**config.mk**
```make
export PLATFORM = sky130hd
export DESIGN_NAME = uart_tx_frame_ctrl_flat
export DESIGN_NICKNAME = d
export VERILOG_FILES = /design/src/rtl/uart_tx_frame_ctrl_pkg.sv /design/src/rtl/uart_tx_frame_ctrl_if.sv /design/src/rtl/uart_tx_frame_ctrl_parity.sv /design/src/rtl/uart_tx_frame_ctrl.sv /design/src/flat_wrapper.sv
export SDC_FILE = /design/constraint.sdc
export NUM_CORES = 1
export LEC_CHECK = 0
export ABC_AREA = 1
export CAP_MARGIN = 30
export CORE_MARGIN = 2
export CORE_UTILIZATION = 25
export DETAILED_ROUTE_END_ITERATION = 8
export GPL_TIMING_DRIVEN = 1
export SLEW_MARGIN = 10
export SYNTH_ARGS = -nofsm -noshare
export SYNTH_HDL_FRONTEND = slang
export SYNTH_SLANG_ARGS = --single-unit
export TNS_END_PERCENT = 1
```
**constraint.sdc**
```tcl
create_clock -name clk -period 1.7 [get_ports clk]
set_input_delay 0.34 -clock clk [delete_from_list [all_inputs] [get_ports clk]]
set_output_delay 0.34 -clock clk [all_outputs]
set_load 0.03 [all_outputs]
```
**src/rtl/uart_tx_frame_ctrl_pkg.sv**
```systemverilog
// Shared encodings for the UART transmit frame controller: FSM states,
// fixed line levels and the parity-type selector.
package uart_tx_frame_ctrl_pkg;

  typedef enum logic [2:0] {
    ST_IDLE   = 3'd0,
    ST_START  = 3'd1,
    ST_DATA   = 3'd2,
    ST_PARITY = 3'd3,
    ST_STOP   = 3'd4
  } state_e;

  localparam logic START_BIT  = 1'b0;
  localparam logic STOP_BIT   = 1'b1;
  localparam logic IDLE_LEVEL = 1'b1;

  localparam logic PAR_EVEN = 1'b0;
  localparam logic PAR_ODD  = 1'b1;

endpackage

```
**src/rtl/uart_tx_frame_ctrl_if.sv**
```systemverilog
// Byte handshake, shift-stage link and serial line of the UART transmit
// frame controller; master is the upstream/shift-stage side, slave the controller.
interface uart_tx_frame_ctrl_if #(
  parameter int DATA_WIDTH = 8
);

  logic [DATA_WIDTH-1:0] P_Data;
  logic                  Data_Valid;
  logic                  PAR_EN;
  logic                  PAR_TYP;
  logic                  Ser_Data;
  logic                  Ser_Done;
  logic                  Ser_En;
  logic                  busy;
  logic                  TX_OUT;

  modport master (
    output P_Data, Data_Valid, PAR_EN, PAR_TYP, Ser_Data, Ser_Done,
    input  Ser_En, busy, TX_OUT
  );

  modport slave (
    input  P_Data, Data_Valid, PAR_EN, PAR_TYP, Ser_Data, Ser_Done,
    output Ser_En, busy, TX_OUT
  );

endinterface

```
**src/rtl/uart_tx_frame_ctrl_parity.sv**
```systemverilog
// Parity bit for the latched byte: XOR-reduce, inverted for odd parity.
module uart_parity_calc
  import uart_tx_frame_ctrl_pkg::*;
#(
  parameter int DATA_WIDTH = 8
) (
  input  logic [DATA_WIDTH-1:0] data,
  input  logic                  par_typ,
  output logic                  parity_bit
);

  // Even parity makes the total count of ones even, so it equals the plain reduction.
  assign parity_bit = (^data) ^ (par_typ == PAR_ODD);

endmodule

```
**src/rtl/uart_tx_frame_ctrl.sv**
```systemverilog
// UART transmit frame controller: accepts a byte in IDLE, sequences
// start/data/parity/stop on TX_OUT and steers the external shift stage.
module uart_tx_frame_ctrl
  import uart_tx_frame_ctrl_pkg::*;
#(
  parameter int DATA_WIDTH = 8
) (
  input  logic                 clk,
  input  logic                 rst,
  uart_tx_frame_ctrl_if.slave  tx_if
);

  localparam int WD_W = $clog2(DATA_WIDTH + 2) + 1;
  localparam logic [WD_W-1:0] WD_LAST = WD_W'(DATA_WIDTH + 1);

  state_e                  state_q, state_d;
  logic                    busy_q, busy_d;
  logic [DATA_WIDTH-1:0]   data_q, data_d;
  logic                    par_en_q, par_en_d;
  logic                    par_typ_q, par_typ_d;
  logic [WD_W-1:0]         wdog_q, wdog_d;
  logic                    parity_bit;
  logic                    tx_out;

  uart_parity_calc #(
    .DATA_WIDTH (DATA_WIDTH)
  ) u_parity (
    .data       (data_q),
    .par_typ    (par_typ_q),
    .parity_bit (parity_bit)
  );

  always_comb begin
    state_d   = state_q;
    busy_d    = busy_q;
    data_d    = data_q;
    par_en_d  = par_en_q;
    par_typ_d = par_typ_q;
    wdog_d    = wdog_q;
    case (state_q)
      ST_IDLE: begin
        if (tx_if.Data_Valid) begin
          state_d   = ST_START;
          busy_d    = 1'b1;
          data_d    = tx_if.P_Data;
          par_en_d  = tx_if.PAR_EN;
          par_typ_d = tx_if.PAR_TYP;
        end
      end
      ST_START: begin
        state_d = ST_DATA;
        wdog_d  = '0;
      end
      ST_DATA: begin
        wdog_d = wdog_q + 1'b1;
        // A missing done strobe must not hang the line: give up after two spare cycles.
        if (tx_if.Ser_Done) begin
          state_d = par_en_q ? ST_PARITY : ST_STOP;
        end else if (wdog_q == WD_LAST) begin
          state_d = ST_STOP;
        end
      end
      ST_PARITY: begin
        state_d = ST_STOP;
      end
      ST_STOP: begin
        state_d = ST_IDLE;
        busy_d  = 1'b0;
      end
      default: begin
        state_d = ST_IDLE;
        busy_d  = 1'b0;
      end
    endcase
  end

  always_ff @(posedge clk or posedge rst) begin
    if (rst) begin
      state_q   <= ST_IDLE;
      busy_q    <= 1'b0;
      data_q    <= '0;
      par_en_q  <= 1'b0;
      par_typ_q <= 1'b0;
      wdog_q    <= '0;
    end else begin
      state_q   <= state_d;
      busy_q    <= busy_d;
      data_q    <= data_d;
      par_en_q  <= par_en_d;
      par_typ_q <= par_typ_d;
      wdog_q    <= wdog_d;
    end
  end

  // The shift stage must stop advancing on the cycle its last bit is on the line.
  assign tx_if.Ser_En = (state_q == ST_START) ||
                        ((state_q == ST_DATA) && !tx_if.Ser_Done);

  always_comb begin
    tx_out = IDLE_LEVEL;
    case (state_q)
      ST_START:  tx_out = START_BIT;
      ST_DATA:   tx_out = tx_if.Ser_Data;
      ST_PARITY: tx_out = parity_bit;
      ST_STOP:   tx_out = STOP_BIT;
      default:   tx_out = IDLE_LEVEL;
    endcase
  end

  assign tx_if.TX_OUT = tx_out;
  assign tx_if.busy   = busy_q;

endmodule

```
**src/flat_wrapper.sv**
```systemverilog
// flat-port wrapper written by rule: the top's interface ports become plain ports
module uart_tx_frame_ctrl_flat import uart_tx_frame_ctrl_pkg::*;
#(
  parameter int DATA_WIDTH = 8
)
  (clk, rst, tx_if_P_Data, tx_if_Data_Valid, tx_if_PAR_EN, tx_if_PAR_TYP, tx_if_Ser_Data, tx_if_Ser_Done, tx_if_Ser_En, tx_if_busy, tx_if_TX_OUT);
  uart_tx_frame_ctrl_if #(.DATA_WIDTH(DATA_WIDTH)) tx_if_i ();
  input  logic clk;
  input  logic rst;
  input wire logic [$bits(tx_if_i.P_Data)-1:0] tx_if_P_Data;
  input wire logic [$bits(tx_if_i.Data_Valid)-1:0] tx_if_Data_Valid;
  input wire logic [$bits(tx_if_i.PAR_EN)-1:0] tx_if_PAR_EN;
  input wire logic [$bits(tx_if_i.PAR_TYP)-1:0] tx_if_PAR_TYP;
  input wire logic [$bits(tx_if_i.Ser_Data)-1:0] tx_if_Ser_Data;
  input wire logic [$bits(tx_if_i.Ser_Done)-1:0] tx_if_Ser_Done;
  output wire logic [$bits(tx_if_i.Ser_En)-1:0] tx_if_Ser_En;
  output wire logic [$bits(tx_if_i.busy)-1:0] tx_if_busy;
  output wire logic [$bits(tx_if_i.TX_OUT)-1:0] tx_if_TX_OUT;
  assign tx_if_i.P_Data = tx_if_P_Data;
  assign tx_if_i.Data_Valid = tx_if_Data_Valid;
  assign tx_if_i.PAR_EN = tx_if_PAR_EN;
  assign tx_if_i.PAR_TYP = tx_if_PAR_TYP;
  assign tx_if_i.Ser_Data = tx_if_Ser_Data;
  assign tx_if_i.Ser_Done = tx_if_Ser_Done;
  assign tx_if_Ser_En = tx_if_i.Ser_En;
  assign tx_if_busy = tx_if_i.busy;
  assign tx_if_TX_OUT = tx_if_i.TX_OUT;
  uart_tx_frame_ctrl #(.DATA_WIDTH(DATA_WIDTH)) u_core (.clk(clk), .rst(rst), .tx_if(tx_if_i));
endmodule
```
* Word level (Yosys, flattened, before mapping)
Index checks and enable logic that the tools add are counted.
** Storage, ports and cells
- Register bits after elaboration :: 19
- Latch bits :: 0
- RAM bits :: 0
- ROM bits :: 0
- Input port bits :: 15
- Output and inout port bits :: 3
- Logic and storage cells :: 34
- Memories :: 0
** Operators by class
- Add/sub/neg operators :: 1
- Multipliers :: 0
- Div/mod/pow operators :: 0
- $lt $le $gt $ge :: 0
- Equal/unequal tests :: 6
- Shifts and indexed selects :: 0
- Muxes and demuxes :: 9
- Bitwise operators :: 2
- Reductions and logical operators :: 10
** Operators with widths (count)
- 3-bit 2-to-1 mux :: 4
- 3-bit one-hot mux with 4 select lines :: 1
- 5-bit one-hot mux with 2 select lines :: 1
- 8-bit parity :: 1
- 3-bit by 2-bit == test with 1-bit output, second input constant :: 2
- 2-bit AND reduction :: 3
- 5-bit by 1-bit adder with 5-bit output, second input constant :: 1
- 5-bit by 4-bit == test with 1-bit output, second input constant :: 1
- 3-bit by 1-bit == test with 1-bit output, second input constant :: 1
- 3-bit logical NOT :: 1
- 3-bit by 2-bit inequality test with 1-bit output, second input constant :: 1
- 1-bit one-hot mux with 3 select lines :: 1
- 3-bit OR reduction :: 1
- 2-bit inequality test, second input constant :: 1
- 1-bit one-hot mux with 2 select lines :: 1
- 2-bit nonzero test :: 1
- 1-bit logical AND :: 1
- 1-bit logical NOT :: 1
- 1-bit logical OR :: 1
- 1-bit 2-to-1 mux :: 1
- 1-bit NOT :: 1
- 1-bit bitwise XOR :: 1

* Depth between registers and ports, before layout
Gate-level depths: netlist of the first run.
- Depth in word-level cells :: 4
- Depth in mapped cells :: 9
- Mapped depth without buffers :: 9

* By module
Synthesis of the first run repeated with hierarchy kept, for this count alone.
** Unflattened totals
- Cell total of the unflattened synthesis :: 148
- Area total of the unflattened synthesis :: 1138.6 um^2
** Modules (own cells, without submodules)
- uart_tx_frame_ctrl :: instances 1, cells an instance 110, area an instance 974.7 um^2
- uart_parity_calc :: instances 1, cells an instance 38, area an instance 163.9 um^2

* Least setup slack after synthesis of the first run
No wires, ideal clock.
- Path type :: register -> output
- Start :: register u_core.data_q[3]
- End :: output port tx_if_TX_OUT
- Arrival time :: 1098 ps
- Data required time :: 1360 ps
- Setup slack :: 262 ps
- Cell stages (with the launch flop) :: 10
- Path buffers :: 0
- Cell sequence :: dfrtp_1 > inv_1 > nand2_1 > nand2_1 > nand2_1 > nand3_1 > nand2_1 > nand2_1 > nand3_1 > nand2_1
** Between the ends
- Cells in the longest elaborated chain, start to end :: 3
** RTL lines
- start, declared :: RTL line uart_tx_frame_ctrl.sv:18 : logic [DATA_WIDTH-1:0] data_q, data_d;
- start signal, assigned :: RTL line uart_tx_frame_ctrl.sv:88 : data_q <= data_d;
- 8-bit parity :: RTL line uart_tx_frame_ctrl_parity.sv:13 : assign parity_bit = (^data) ^ (par_typ == PAR_ODD);
- 1-bit bitwise XOR :: RTL line uart_tx_frame_ctrl_parity.sv:13
- 1-bit one-hot mux with 3 select lines :: RTL line uart_tx_frame_ctrl.sv:101 : case (state_q)
- end, declared :: RTL line flat_wrapper.sv:18 : output wire logic [$bits(tx_if_i.TX_OUT)-1:0] tx_if_TX_OUT;
No other way between the ends.

* Final worst setup path of the first run
Same ends and word-level chain as after synthesis.

==> impl_results.rst, run 1 <==
.. list-table::
   :header-rows: 1

   * - Metric
     - Value
   * - Proportion of synthesized flip-flops having asynchronous set or reset
     - 100%
   * - I/O pin cnt
     - 18
   * - Crit-path max cell delay
     - 0.44 ns
   * - Syn-to-layout area delta
     - 30.9%
   * - Vias per cell
     - 4.30
   * - Measured slew at the worst slew-check pin
     - 0.299 ns
   * - Diodes inserted
     - 0
   * - Die Height
     - 68.7 microns
   * - Leading cell types by count after synthesis
     - sky130_fd_sc_hd__nand2_1 (37), sky130_fd_sc_hd__inv_1 (21), sky130_fd_sc_hd__dfrtp_1 (19)
   * - Via count of the first global-routing pass
     - 886
   * - Total power draw
     - 2480 uW
   * - Effective utilization at floorplan
     - 26.1%
   * - Fillers
     - 435
   * - Cell Area, Synth
     - 1050 sq um
   * - Number of unique standard cell types used by synthesis
     - 21
   * - Power density normalized to cell area
     - 1810 nW/um^2
   * - Number of hold violations in the final report
     - 0
   * - Average cell area after synthesis
     - 7.64 sq um
   * - Total length of routed wires
     - 2030 microns
   * - Routability-driven placement congestion ratio
     - 0.837
   * - Share of total power in the clock network
     - 12.6%
   * - First-iteration detailed-routing DRC count
     - 25
   * - Max-cap violation count
     - 0
   * - Fraction of the yosys area taken by sequential cells
     - 45.5%
   * - Number of max-slew violations in the final report
     - 0
   * - Predominant post-synthesis flop cell
     - sky130_fd_sc_hd__dfrtp_1
   * - Area of the core region
     - 4000 sq um
   * - Core Util, Final
     - 34.2%
   * - Sw Share
     - 43.7%
   * - Synthesized flop and latch total
     - 19
   * - Fmax
     - 0.576 GHz
   * - Count leader, synth
     - sky130_fd_sc_hd__nand2_1
   * - Horizontal extent of the die
     - 68.7 microns
   * - Detailed-router iteration count before antenna repair
     - 2
   * - Period Utilization, post-route
     - 102%
   * - Net total in the final layout
     - 179
   * - Total number of vias
     - 907
   * - Clock Tree Buf Depth
     - 2
   * - Clock Latency Late Sink
     - 0.26 ns
   * - Clock net sink count
     - 19
   * - Finished Cell Area
     - 1370 sq um
   * - R2r setup slk
     - 0.36 ns
   * - Worst vdd ir
     - 0.553 mV
   * - Syn_nets
     - 154
   * - Die area
     - 4720 sq um
   * - Worst-path fanout max
     - 5
   * - Yosys top cell by area
     - sky130_fd_sc_hd__dfrtp_1
   * - CTS tree
     - built
   * - Power spent charging and discharging nets
     - 1080 uW
   * - Number of flops mapped to enable cells by yosys
     - 0
   * - Row Count
     - 23
   * - Cell-by-cell listing of the critical path
     - inv_2 -> nand2_1 -> nand2_1 -> nand2_1 -> nand3_2 -> nand2_1 -> nand2_1 -> nand3_1 -> nand2_1 -> buf_6
   * - Cts bufs inserted
     - 3
   * - Combinational Power Share
     - 52.1%
   * - Total buffers and inverters traversed by the critical path
     - 2
   * - Antenna violation net count after detailed routing
     - 0
   * - Critical path launch point type
     - flip-flop
   * - Yosys warns
     - 0
   * - Post-DR wirelength/cell
     - 9.61 microns
   * - Cell with the largest stage delay on the worst path
     - sky130_fd_sc_hd__dfrtp_2
   * - Critical Path AT
     - 1.40 ns
   * - Synth top area share
     - 45.5%
   * - Largest cells by area after synthesis
     - sky130_fd_sc_hd__dfrtp_1 (45%), sky130_fd_sc_hd__nand2_1 (13%), sky130_fd_sc_hd__inv_1 (7.5%)
   * - Share of final-layout standard cells stronger than drive strength 1
     - 20.5%
   * - Internal power of the cells
     - 1390 uW
   * - Final setup fails
     - 1
   * - Cell chosen for the clock root
     - sky130_fd_sc_hd__clkbuf_8
   * - Post-route DRC
     - 0
   * - Cell class contributing the biggest share of worst-path delay
     - simple AND/OR/NAND/NOR gates
   * - Synthesized netlist cell count
     - 137
   * - PnR worst setup slack
     - -0.0367 ns
   * - Clock skew
     - 0.00704 ns
   * - Critical path start-end classification
     - flip-flop to output port
   * - Kind of capture point of the worst setup path
     - output port
   * - H-tree level count
     - 1
   * - Violated checks
     - setup timing
   * - Clock transition at the register clock pins on the worst setup and hold paths after CTS
     - 0.07 ns
   * - Post-route minimum period
     - 1.74 ns
   * - Detailed-placement wirelength estimate
     - 1580 microns
   * - Class of the most critical hold timing path
     - primary input to asynchronous set/reset pin
   * - Number of antenna violations at the first check in global routing
     - 0
   * - Result of the run
     - complete, but fails checks
   * - RSZ-0062 raised after global routing
     - yes
   * - Pin count of the biggest net entering global routing
     - 20
   * - Proportion of power drawn by flip-flops and latches
     - 35.3%
   * - Global-route wire length before repair
     - 3510 microns
   * - Area of placed instances
     - 1280 sq um
   * - Most frequent cell on the critical path
     - sky130_fd_sc_hd__nand2_1
   * - GR Overflow Total
     - 0
   * - Leakage dissipation
     - 0.000677 uW
   * - Port buffer count
     - 17
   * - All-layer global routing usage
     - 9.97%
   * - Data required time of the worst path
     - 1.36 ns
   * - Slew Limit Headroom
     - 80.0%
-- stage by stage --
stage	setup WS, ns	TNS [ns]	instances	hold WS [ns]
after floorplan	0.262	0	137	0.291
after global placement	0.166	0	206	0.460
after detailed placement	0.168	0	206	0.460
after CTS	-0.0673	-0.0673	211	0.399
after global routing	-0.155	-0.214	211	0.455
final	-0.0367	-0.0367	211	0.395
-- path summary, 6_finish.rpt --
check                             startpoint                end  cells past startpoint
max in group asynchronous                rst   u_core.data_q[7]                      3
max reg2reg                u_core.state_q[2]  u_core.state_q[0]                      7
min                                      rst    u_core.par_en_q                      3
max                         u_core.data_q[3]       tx_if_TX_OUT                     10
min in group clk            u_core.wdog_q[3]   u_core.wdog_q[3]                      1
min reg2reg                 u_core.wdog_q[3]   u_core.wdog_q[3]                      1
-- logic make-up (layout without fill, tap and decap cells) --
family	after synthesis	after routing	share of synthesized area, %
AOI/OAI and AO/OA	17	17	8.97
muxes	4	4	4.31
buffers and inverters	23	47	8.97
and+or+nand+nor	70	70	28.2
adders and majority gates	2	2	2.39
DFF	19	19	45.5
xor gates and xnor gates	2	2	1.67
-- worst register-to-register path, delay by kind of cell, from the launching register on --
kind / cells / cell delay [ns]
flip-flops: 1 / 0.45
AO/OA/AOI/OAI: 1 / 0.17
AND/OR/NAND/NOR: 5 / 0.51
buffers and inverters: 1 / 0.10
-- registers in the layout, indices dropped and copies added (netlist names) --
| signal | cells |
|---|---|
| u_core.data_q | 8 |
| u_core.state_q | 3 |
| u_core.par_typ_q | 1 |
| u_core.wdog_q | 5 |
| u_core.par_en_q | 1 |
| u_core.tx_if.busy | 1 |
-- layout make-up --
class / count / area [sq um] / share of cell area (%)
Inverter: 22 / 82.6 / 6.03
Multi-Input combinational cell: 95 / 499 / 36.5
Sequential cell: 19 / 480 / 35.1
Tap cell: 50 / 62.6 / 4.57
Timing Repair Buffer: 21 / 199 / 14.5
Clock buffer: 4 / 45.0 / 3.29
-- power by group through the flow --
stage | Combinational (uW) | Clock, uW | Sequential [uW]
final | 1290 | 313 | 873
after global routing | 1470 | 343 | 905
after CTS | 1270 | 329 | 850
after detailed placement | 1210 | 0 | 848
after global placement | 1200 | 0 | 841
after floorplan | 903 | 0 | 830
-- layer usage --
layer	track usage, %	vias up	routed length [microns]
met1	12.9	413	1050
met2	16.3	14	890
met5	0	-	0
li1	-	476	-
met3	0.974	4	47
met4	5.25	0	42
-- layout by cell type, fill, tap and decap left out, drive strengths merged --
| cell | netlist | routed |
|---|---|---|
| dfrtp | 19 | 19 |
| clkbuf | 0 | 4 |
| ha | 2 | 2 |
| mux2 | 4 | 4 |
| buf | 1 | 6 |
| nand3 | 6 | 6 |
| nand3b | 1 | 1 |
| inv | 22 | 22 |
| nor2 | 19 | 19 |
| clkdlybuf4s50 | 0 | 15 |
| nand2b | 1 | 1 |
| a21oi | 10 | 10 |
| a32o | 1 | 1 |
| a31oi | 1 | 1 |
| nor3 | 3 | 3 |
| o22ai | 2 | 2 |
| nand2 | 40 | 40 |
| xnor2 | 2 | 2 |
| o21ai | 3 | 3 |
-- repair_timing --
action	CTS	global route
pin swaps	0	1
resized for setup	5	10
buffers inserted	1	0
endpoints found under the setup margin	1	2
hold buffers	0	0
(Power assumes the default switching activity.)
==> run 2: changes to the inputs <==
--- a/config.mk
+++ b/config.mk
@@ -11,6 +11,7 @@
 export CORE_UTILIZATION = 25
 export DETAILED_ROUTE_END_ITERATION = 8
 export GPL_TIMING_DRIVEN = 1
+export SKIP_LAST_GASP = 1
 export SLEW_MARGIN = 10
 export SYNTH_ARGS = -nofsm -noshare
 export SYNTH_HDL_FRONTEND = slang
==> run 2 against run 1 <==
The flow still finishes with violations (setup timing). Sequential power shrank 0.6%. Maximum frequency is essentially flat. Clock power is essentially flat. Sequential share of layout area shrank 0.12 points. Wire length is essentially flat. Die area is the same. First-iteration DRC count is the same. Utilization shrank 0.063 points. Critical endpoint unchanged. Largest cell class unchanged. Highest routed layer unchanged.
==> impl_results.rst, run 2 (same netlist as run 1, synthesis figures left out) <==
.. list-table::
   :header-rows: 1

   * - Metric
     - Value
   * - Result of the run
     - complete, but fails checks
   * - Violated checks
     - setup timing
   * - Fmax
     - 0.576 GHz (about the same)
   * - Commonest non-fill, non-tap cells in the layout
     - sky130_fd_sc_hd__nand2_1 (35), sky130_fd_sc_hd__nor2_1 (18), sky130_fd_sc_hd__inv_1 (17), sky130_fd_sc_hd__dfrtp_1 (17), sky130_fd_sc_hd__clkdlybuf4s50_1 (15)
   * - Global-route wire length before repair
     - 3510 microns (unchanged)
   * - GR Overflow Total
     - 0 (unchanged)
   * - Final setup fails
     - 1 (unchanged)
   * - Total number of vias
     - 907 (unchanged)
   * - Max-cap violation count
     - 0 (unchanged)
   * - Met3 track utilization from global routing
     - 0.974% (unchanged)
   * - Layer with the highest usage after global routing
     - met2
   * - Core Util, Final
     - 34.2% (-0.063 points)
   * - Detailed-router iteration count before antenna repair
     - 2 (unchanged)
   * - Most common cell after layout, fill and taps aside
     - sky130_fd_sc_hd__nand2_1
   * - Worst-path fanout max
     - 5 (unchanged)
   * - Number of hold violations in the final report
     - 0 (unchanged)
   * - Power density normalized to cell area
     - 1810 nW/um^2 (-0.17%)
   * - Worst vdd ir
     - 0.551 mV (-0.30%)
   * - Routing usage on met2
     - 16.3% (unchanged)
   * - Clock skew
     - 0.00704 ns (-0.00000241 ns)
   * - Leakage dissipation
     - 0.000680 uW (+0.52%)
   * - Post-route minimum period
     - 1.74 ns (+0.000318 ns)
   * - First-iteration detailed-routing DRC count
     - 25 (unchanged)
   * - Clock net sink count
     - 19 (unchanged)
   * - R2r setup slk
     - 0.35 ns (about the same)
   * - Net total in the final layout
     - 179 (unchanged)
   * - Worst reg-to-reg path cell count
     - 7 (unchanged)
   * - Cell class contributing the biggest share of worst-path delay
     - simple AND/OR/NAND/NOR gates
   * - Clock transition at the register clock pins on the worst setup and hold paths after CTS
     - 0.07 ns (about the same)
   * - Cell with the largest stage delay on the worst path
     - sky130_fd_sc_hd__dfrtp_2
   * - Number of hold buffers added after CTS
     - 0 (unchanged)
   * - All-layer global routing usage
     - 9.97% (unchanged)
   * - Antenna violation net count after detailed routing
     - 0 (unchanged)
   * - Data required time of the worst path
     - 1.36 ns (about the same)
   * - Class of the most critical hold timing path
     - primary input to asynchronous set/reset pin
   * - Top flop regs
     - u_core.data_q (8), u_core.wdog_q (5), u_core.state_q (3)
   * - Horizontal extent of the die
     - 68.7 microns (unchanged)
   * - Measured slew at the worst slew-check pin
     - 0.299 ns (unchanged)
   * - CTS tree
     - built
   * - Post-route DRC
     - 0 (unchanged)
   * - H-tree level count
     - 1 (unchanged)
   * - Reg-to-reg critical path endpoint
     - u_core.state_q[0]
   * - Met1 global-route usage
     - 12.9% (unchanged)
   * - Reg-to-reg critical path startpoint
     - u_core.state_q[2]
   * - Row Count
     - 23 (unchanged)
   * - Syn-to-layout area delta
     - 30.6%
   * - Most frequent cell on the critical path
     - sky130_fd_sc_hd__nand2_1
   * - Cell-by-cell listing of the critical path
     - inv_2 -> nand2_1 -> nand2_1 -> nand2_1 -> nand3_2 -> nand2_1 -> nand2_1 -> nand3_1 -> nand2_1 -> buf_6
   * - Share of final-layout standard cells stronger than drive strength 1
     - 18.6% (-1.9 points)
   * - Cts bufs inserted
     - 3 (unchanged)
   * - Post-DR wirelength/cell
     - 9.61 microns (about the same)
   * - Clock Tree Buf Depth
     - 2 (unchanged)
   * - Total buffers and inverters traversed by the critical path
     - 2 (unchanged)
   * - Total length of routed wires
     - 2030 microns (about the same)
   * - Cell chosen for the clock root
     - sky130_fd_sc_hd__clkbuf_8
   * - Via count of the first global-routing pass
     - 886 (unchanged)
   * - Period Utilization, post-route
     - 102% (about the same)
   * - Fillers
     - 437 (+0.46%)
   * - Non-Filler Instances
     - 211 (unchanged)
   * - Worst slack after detailed placement
     - 0.168 ns (unchanged)
   * - PnR worst setup slack
     - -0.0370 ns (-0.000318 ns)
   * - Kind of capture point of the worst setup path
     - output port
   * - Routability-driven placement congestion ratio
     - 0.837 (unchanged)
   * - Vias per cell
     - 4.30 (unchanged)
   * - Critical path start-end classification
     - flip-flop to output port
   * - Number of max-slew violations in the final report
     - 0 (unchanged)
   * - Critical Path AT
     - 1.40 ns (about the same)
   * - Critical path launch point type
     - flip-flop
   * - Diodes inserted
     - 0 (unchanged)
   * - Clock Latency Late Sink
     - 0.26 ns (about the same)
   * - RSZ-0062 raised after global routing
     - yes
   * - Number of antenna violations at the first check in global routing
     - 0 (unchanged)
   * - Area of the core region
     - 4000 sq um (unchanged)
   * - Die Height
     - 68.7 microns (unchanged)
   * - Largest reg by FF count
     - u_core.data_q
   * - Detailed-placement wirelength estimate
     - 1580 microns (unchanged)
   * - Flip-flop count of the largest register, all copies and words added
     - 8 (unchanged)
   * - Effective utilization at floorplan
     - 26.1% (unchanged)
   * - I/O pin cnt
     - 18 (unchanged)
   * - Port buffer count
     - 17 (unchanged)
   * - Slew Limit Headroom
     - 80.0% (unchanged)
   * - Pin count of the biggest net entering global routing
     - 20 (unchanged)
   * - Finished Cell Area
     - 1370 sq um (-0.18%)
   * - Post-Place Cells
     - 206 (unchanged)
   * - Area of placed instances
     - 1280 sq um (unchanged)
   * - Crit-path max cell delay
     - 0.44 ns (about the same)
   * - Die area
     - 4720 sq um (unchanged)
## run 2: cell counts in the layout (fill, tap and decap cells not counted)
No cell type changed its count.
## run 2: routing by layer
| metal | routed length (microns) | part of all wire (%) |
|---|---|---|
| met2 | 890 | 44 |
| met5 | 0 | 0 |
| met1 | 1050 | 52 |
| met3 | 47 | 2.3 |
| met4 | 42 | 2.1 |
## run 2: final cells by class
class                      instances  area [sq um]  share of cell area (%)
clock buffer                       4          45.0                    3.30
multi-input combinational         95           499                    36.5
timing repair buffer              21           199                    14.6
sequential                        19           478                    35.0
tap                               50          62.6                    4.58
inverter                          22          82.6                    6.04
## run 2: power breakdown
part / internal [uW] / total, uW / switching, uW
clock: 167 / 313 / 146
sequential: 654 / 868 / 214
combinational: 568 / 1290 / 717
total: 1390 / 2470 / 1080
## run 2: worst reg2reg max path: cells and delay by family, from the launching register on
family	cells	cell delay, ns
flops	1	0.45
simple gates	5	0.53
compound gates	1	0.17
buf+inv	1	0.10
## run 2: how the worst max path moves through the flow
stage / from / end / slack (ns) / cells after the start
floorplan: u_core.data_q[3] / tx_if_TX_OUT / 0.26 / 9
global placement: u_core.data_q[3] / tx_if_TX_OUT / 0.17 / 10
detailed placement: u_core.data_q[3] / tx_if_TX_OUT / 0.17 / 10
CTS: u_core.data_q[7] / tx_if_TX_OUT / -0.07 / 10
global route: u_core.data_q[7] / tx_if_TX_OUT / -0.16 / 10
finish: u_core.data_q[3] / tx_if_TX_OUT / -0.04 / 10
## run 2: what timing repair did
| item | 4_1_cts | 5_1_grt |
|---|---|---|
| endpoints found under the hold margin | 0 | 0 |
| endpoints found under the setup margin | 1 | 2 |
| setup buffers | 1 | 0 |
| gates resized for setup | 5 | 7 |
| pin swaps | 0 | 1 |
## run 2: through the flow
stage	hold slack (ns)	power (uW)	setup TNS [ns]
floorplan	0.291	1730	0
global route	0.455	2710	-0.247
finish	0.395	2470	-0.0370
detailed placement	0.460	2060	0
global placement	0.460	2040	0
CTS	0.399	2450	-0.0673
==> run 3: changes to the inputs <==
--- a/config.mk
+++ b/config.mk
@@ -8,11 +8,12 @@
 export ABC_AREA = 1
 export CAP_MARGIN = 30
 export CORE_MARGIN = 2
-export CORE_UTILIZATION = 25
+export CORE_UTILIZATION = 50
 export DETAILED_ROUTE_END_ITERATION = 8
 export GPL_TIMING_DRIVEN = 1
+export PLACE_DENSITY = 0.76
 export SKIP_LAST_GASP = 1
-export SLEW_MARGIN = 10
+export SLEW_MARGIN = 20
 export SYNTH_ARGS = -nofsm -noshare
 export SYNTH_HDL_FRONTEND = slang
 export SYNTH_SLANG_ARGS = --single-unit
==> run 3 against run 2 <==
The flow still finishes with violations (setup timing). Non-clock buffer count did not move. Sequential power barely moved. Worst hold slack got worse by 0.044 ns. Wire length fell by 0.39%. Flip-flop and latch count did not move. Total power fell by 3.8%. First-iteration DRC count fell by 36%. Count of clock-buffer cells in the layout did not move. Cell count fell by 11%. Clock skew barely moved. Final area fell by 3.6%. Critical path type unchanged. Critical endpoint unchanged.
==> impl_results.rst, run 3 (same netlist as run 1, synthesis figures left out) <==
.. list-table::
   :header-rows: 1

   * - Metric
     - Value
   * - Result of the run
     - complete, but fails checks
   * - Violated checks
     - setup timing
   * - Total length of routed wires
     - 2020 microns (-0.39%)
   * - Cell chosen for the clock root
     - sky130_fd_sc_hd__clkbuf_4
   * - Max-cap violation count
     - 0 (unchanged)
   * - Vias per cell
     - 4.79 (+11%)
   * - Total number of vias
     - 901 (-0.66%)
   * - Clock skew
     - 0.00701 ns (-0.0000297 ns)
   * - Fillers
     - 183 (-58%)
   * - Global-route wire length before repair
     - 3510 microns (+0.20%)
   * - Effective utilization at floorplan
     - 53.3% (+27 points)
   * - Port buffer count
     - 17 (unchanged)
   * - Worst vdd ir
     - 0.925 mV (+68%)
   * - Critical Path AT
     - 1.50 ns (+0.10 ns)
   * - Die area
     - 2470 sq um (-48%)
   * - H-tree level count
     - 1 (unchanged)
   * - Clock transition at the register clock pins on the worst setup and hold paths after CTS
     - 0.11 ns (+0.04 ns)
   * - Reg area
     - 479 sq um (+0.26%)
   * - Slew Limit Headroom
     - 79.8% (-0.18 points)
   * - Flip-flop count of the largest register, all copies and words added
     - 8 (unchanged)
   * - Antenna violation net count after detailed routing
     - 0 (unchanged)
   * - Detailed-router iteration count before antenna repair
     - 5 (+3)
   * - Share of total power in the clock network
     - 9.4% (-3.3 points)
   * - Critical path start-end classification
     - flip-flop to output port
   * - Worst-path fanout max
     - 5 (unchanged)
   * - Horizontal extent of the die
     - 49.7 microns (-28%)
   * - Clock net sink count
     - 19 (unchanged)
   * - Detailed-placement wirelength estimate
     - 1560 microns (-1.3%)
   * - Internal power of the cells
     - 1310 uW (-5.6%)
   * - Row Count
     - 16 (-30%)
   * - First-iteration detailed-routing DRC count
     - 16 (-36%)
   * - Critical path launch point type
     - flip-flop
   * - Cts bufs inserted
     - 3 (unchanged)
   * - Clock Latency Late Sink
     - 0.29 ns (+0.03 ns)
   * - Power density normalized to cell area
     - 1800 nW/um^2 (-0.20%)
   * - Number of hold violations in the final report
     - 0 (unchanged)
   * - Final setup fails
     - 2 (+1)
   * - Fmax
     - 0.544 GHz (-5.5%)
   * - Aggregate negative setup slack
     - -0.180 ns (-0.143 ns)
   * - Top flop regs
     - u_core.data_q (8), u_core.wdog_q (5), u_core.state_q (3)
   * - Kind of capture point of the worst setup path
     - output port
   * - Measured slew at the worst slew-check pin
     - 0.302 ns (+0.00267 ns)
   * - PnR worst setup slack
     - -0.138 ns (-0.101 ns)
   * - Sw Share
     - 44.8% (+1.1 points)
   * - Post-route minimum period
     - 1.84 ns (+0.101 ns)
   * - Non-Filler Instances
     - 188 (-11%)
   * - Die Height
     - 49.7 microns (-28%)
   * - Number of max-slew violations in the final report
     - 0 (unchanged)
   * - Syn-to-layout area delta
     - 26.0%
   * - Number of antenna violations at the first check in global routing
     - 0 (unchanged)
   * - Clock Tree Buf Depth
     - 2 (unchanged)
   * - Pin count of the biggest net entering global routing
     - 20 (unchanged)
   * - Leakage dissipation
     - 0.000670 uW (-1.5%)
   * - Routability-driven placement congestion ratio
     - 0.810 (-3.2%)
   * - Largest reg by FF count
     - u_core.data_q
   * - Proportion of power drawn by flip-flops and latches
     - 36.7% (+1.5 points)
   * - Net total in the final layout
     - 179 (unchanged)
   * - RSZ-0062 raised after global routing
     - yes
   * - Total power draw
     - 2370 uW (-3.8%)
   * - Diodes inserted
     - 0 (unchanged)
   * - Area of the core region
     - 1960 sq um (-51%)
   * - Class of the most critical hold timing path
     - primary input to asynchronous set/reset pin
   * - Number of hold buffers added after CTS
     - 0 (unchanged)
   * - I/O pin cnt
     - 18 (unchanged)
   * - Commonest non-fill, non-tap cells in the layout
     - sky130_fd_sc_hd__nand2_1 (34), sky130_fd_sc_hd__nor2_1 (18), sky130_fd_sc_hd__inv_1 (17), sky130_fd_sc_hd__dfrtp_1 (16), sky130_fd_sc_hd__clkdlybuf4s50_1 (15)
   * - Combinational Power Share
     - 53.9% (+1.8 points)
   * - CTS tree
     - built
   * - Post-Place Cells
     - 182 (-12%)
   * - Power spent charging and discharging nets
     - 1060 uW (-1.4%)
   * - Data required time of the worst path
     - 1.36 ns (about the same)
   * - Share of final-layout standard cells stronger than drive strength 1
     - 19.3% (+0.62 points)
   * - Area used by multi-input combinational logic
     - 497 sq um (-0.50%)
   * - Period Utilization, post-route
     - 108% (+5.9 points)
   * - Most common cell after layout, fill and taps aside
     - sky130_fd_sc_hd__nand2_1
   * - Post-DR wirelength/cell
     - 10.7 microns (+12%)
   * - All-layer global routing usage
     - 18.7% (+8.8 points)
   * - Core Util, Final
     - 67.2% (+33 points)
   * - GR Overflow Total
     - 0 (unchanged)
   * - Post-route DRC
     - 0 (unchanged)
   * - Via count of the first global-routing pass
     - 869 (-1.9%)
run 3: cell count changes in the layout (fill, tap and decap cells not counted):
cell / change
sky130_fd_sc_hd__clkbuf_4: +3
sky130_fd_sc_hd__clkbuf_8: -3
sky130_fd_sc_hd__dfrtp_1: -1
sky130_fd_sc_hd__dfrtp_2: +1
sky130_fd_sc_hd__nand2_1: -1
sky130_fd_sc_hd__nand2_2: +1
sky130_fd_sc_hd__nand3_1: +1
sky130_fd_sc_hd__nand3_2: -1
run 3: power groups by stage:
stage	Clock [uW]	Sequential (uW)	Combinational (uW)
floorplan	0	830	903
global placement	0	838	1140
finish	223	871	1280
global route	252	905	1460
detailed placement	0	848	1180
CTS	234	843	1220
run 3: what timing repair did:
action	in CTS	in global routing
pin swaps	1	4
endpoints found under the setup margin	2	3
gates resized for setup	4	9
buffers inserted	1	1
run 3: layout make-up:
cell class,count,share of cell area (%)
sequential,19,36.4
tap,27,2.56
multi-input combinational,95,37.7
inverter,22,6.27
clock buffer,4,1.99
timing repair buffer,21,15.1
run 3: metal layers:
metal	GRT usage (%)	wire length, microns	vias up
met5	0	0	-
met4	6.94	13	0
met3	4.55	70	2
met2	31.8	1000	11
met1	22.9	931	404
li1	-	-	484
run 3: per-stage QoR:
stage | hold slack (ns) | area (sq um) | setup slack [ns]
finish | 0.351 | 1320 | -0.138
global placement | 0.460 | 1250 | 0.198
detailed placement | 0.474 | 1250 | 0.143
floorplan | 0.291 | 1050 | 0.262
CTS | 0.344 | 1290 | -0.152
global route | 0.403 | 1320 | -0.257
run 3: worst paths after layout:
check                                  startpoint                 to  slack (ns)  cells after the start
worst max-delay path             u_core.data_q[2]       tx_if_TX_OUT       -0.14                     10
worst min-delay path                          rst   u_core.wdog_q[2]        0.35                      3
worst max register to register  u_core.state_q[2]  u_core.state_q[2]        0.31                      7
worst min register to register   u_core.wdog_q[3]   u_core.wdog_q[3]        0.48                      1
max in group asynchronous                     rst   u_core.data_q[5]        1.12                      3
min in group clk                 u_core.wdog_q[3]   u_core.wdog_q[3]        0.48                      1
run 3: worst max-delay path, stage by stage (launching register included):
cell,delay (ns)
sky130_fd_sc_hd__dfrtp_2,0.46
sky130_fd_sc_hd__nand2_2,0.09
sky130_fd_sc_hd__inv_1,0.04
sky130_fd_sc_hd__nor2_1,0.07
sky130_fd_sc_hd__nand2_1,0.07
sky130_fd_sc_hd__nand3_2,0.08
sky130_fd_sc_hd__nand2_1,0.05
sky130_fd_sc_hd__nand2_1,0.06
sky130_fd_sc_hd__nand3_1,0.07
sky130_fd_sc_hd__nand2_1,0.09
sky130_fd_sc_hd__buf_6,0.13
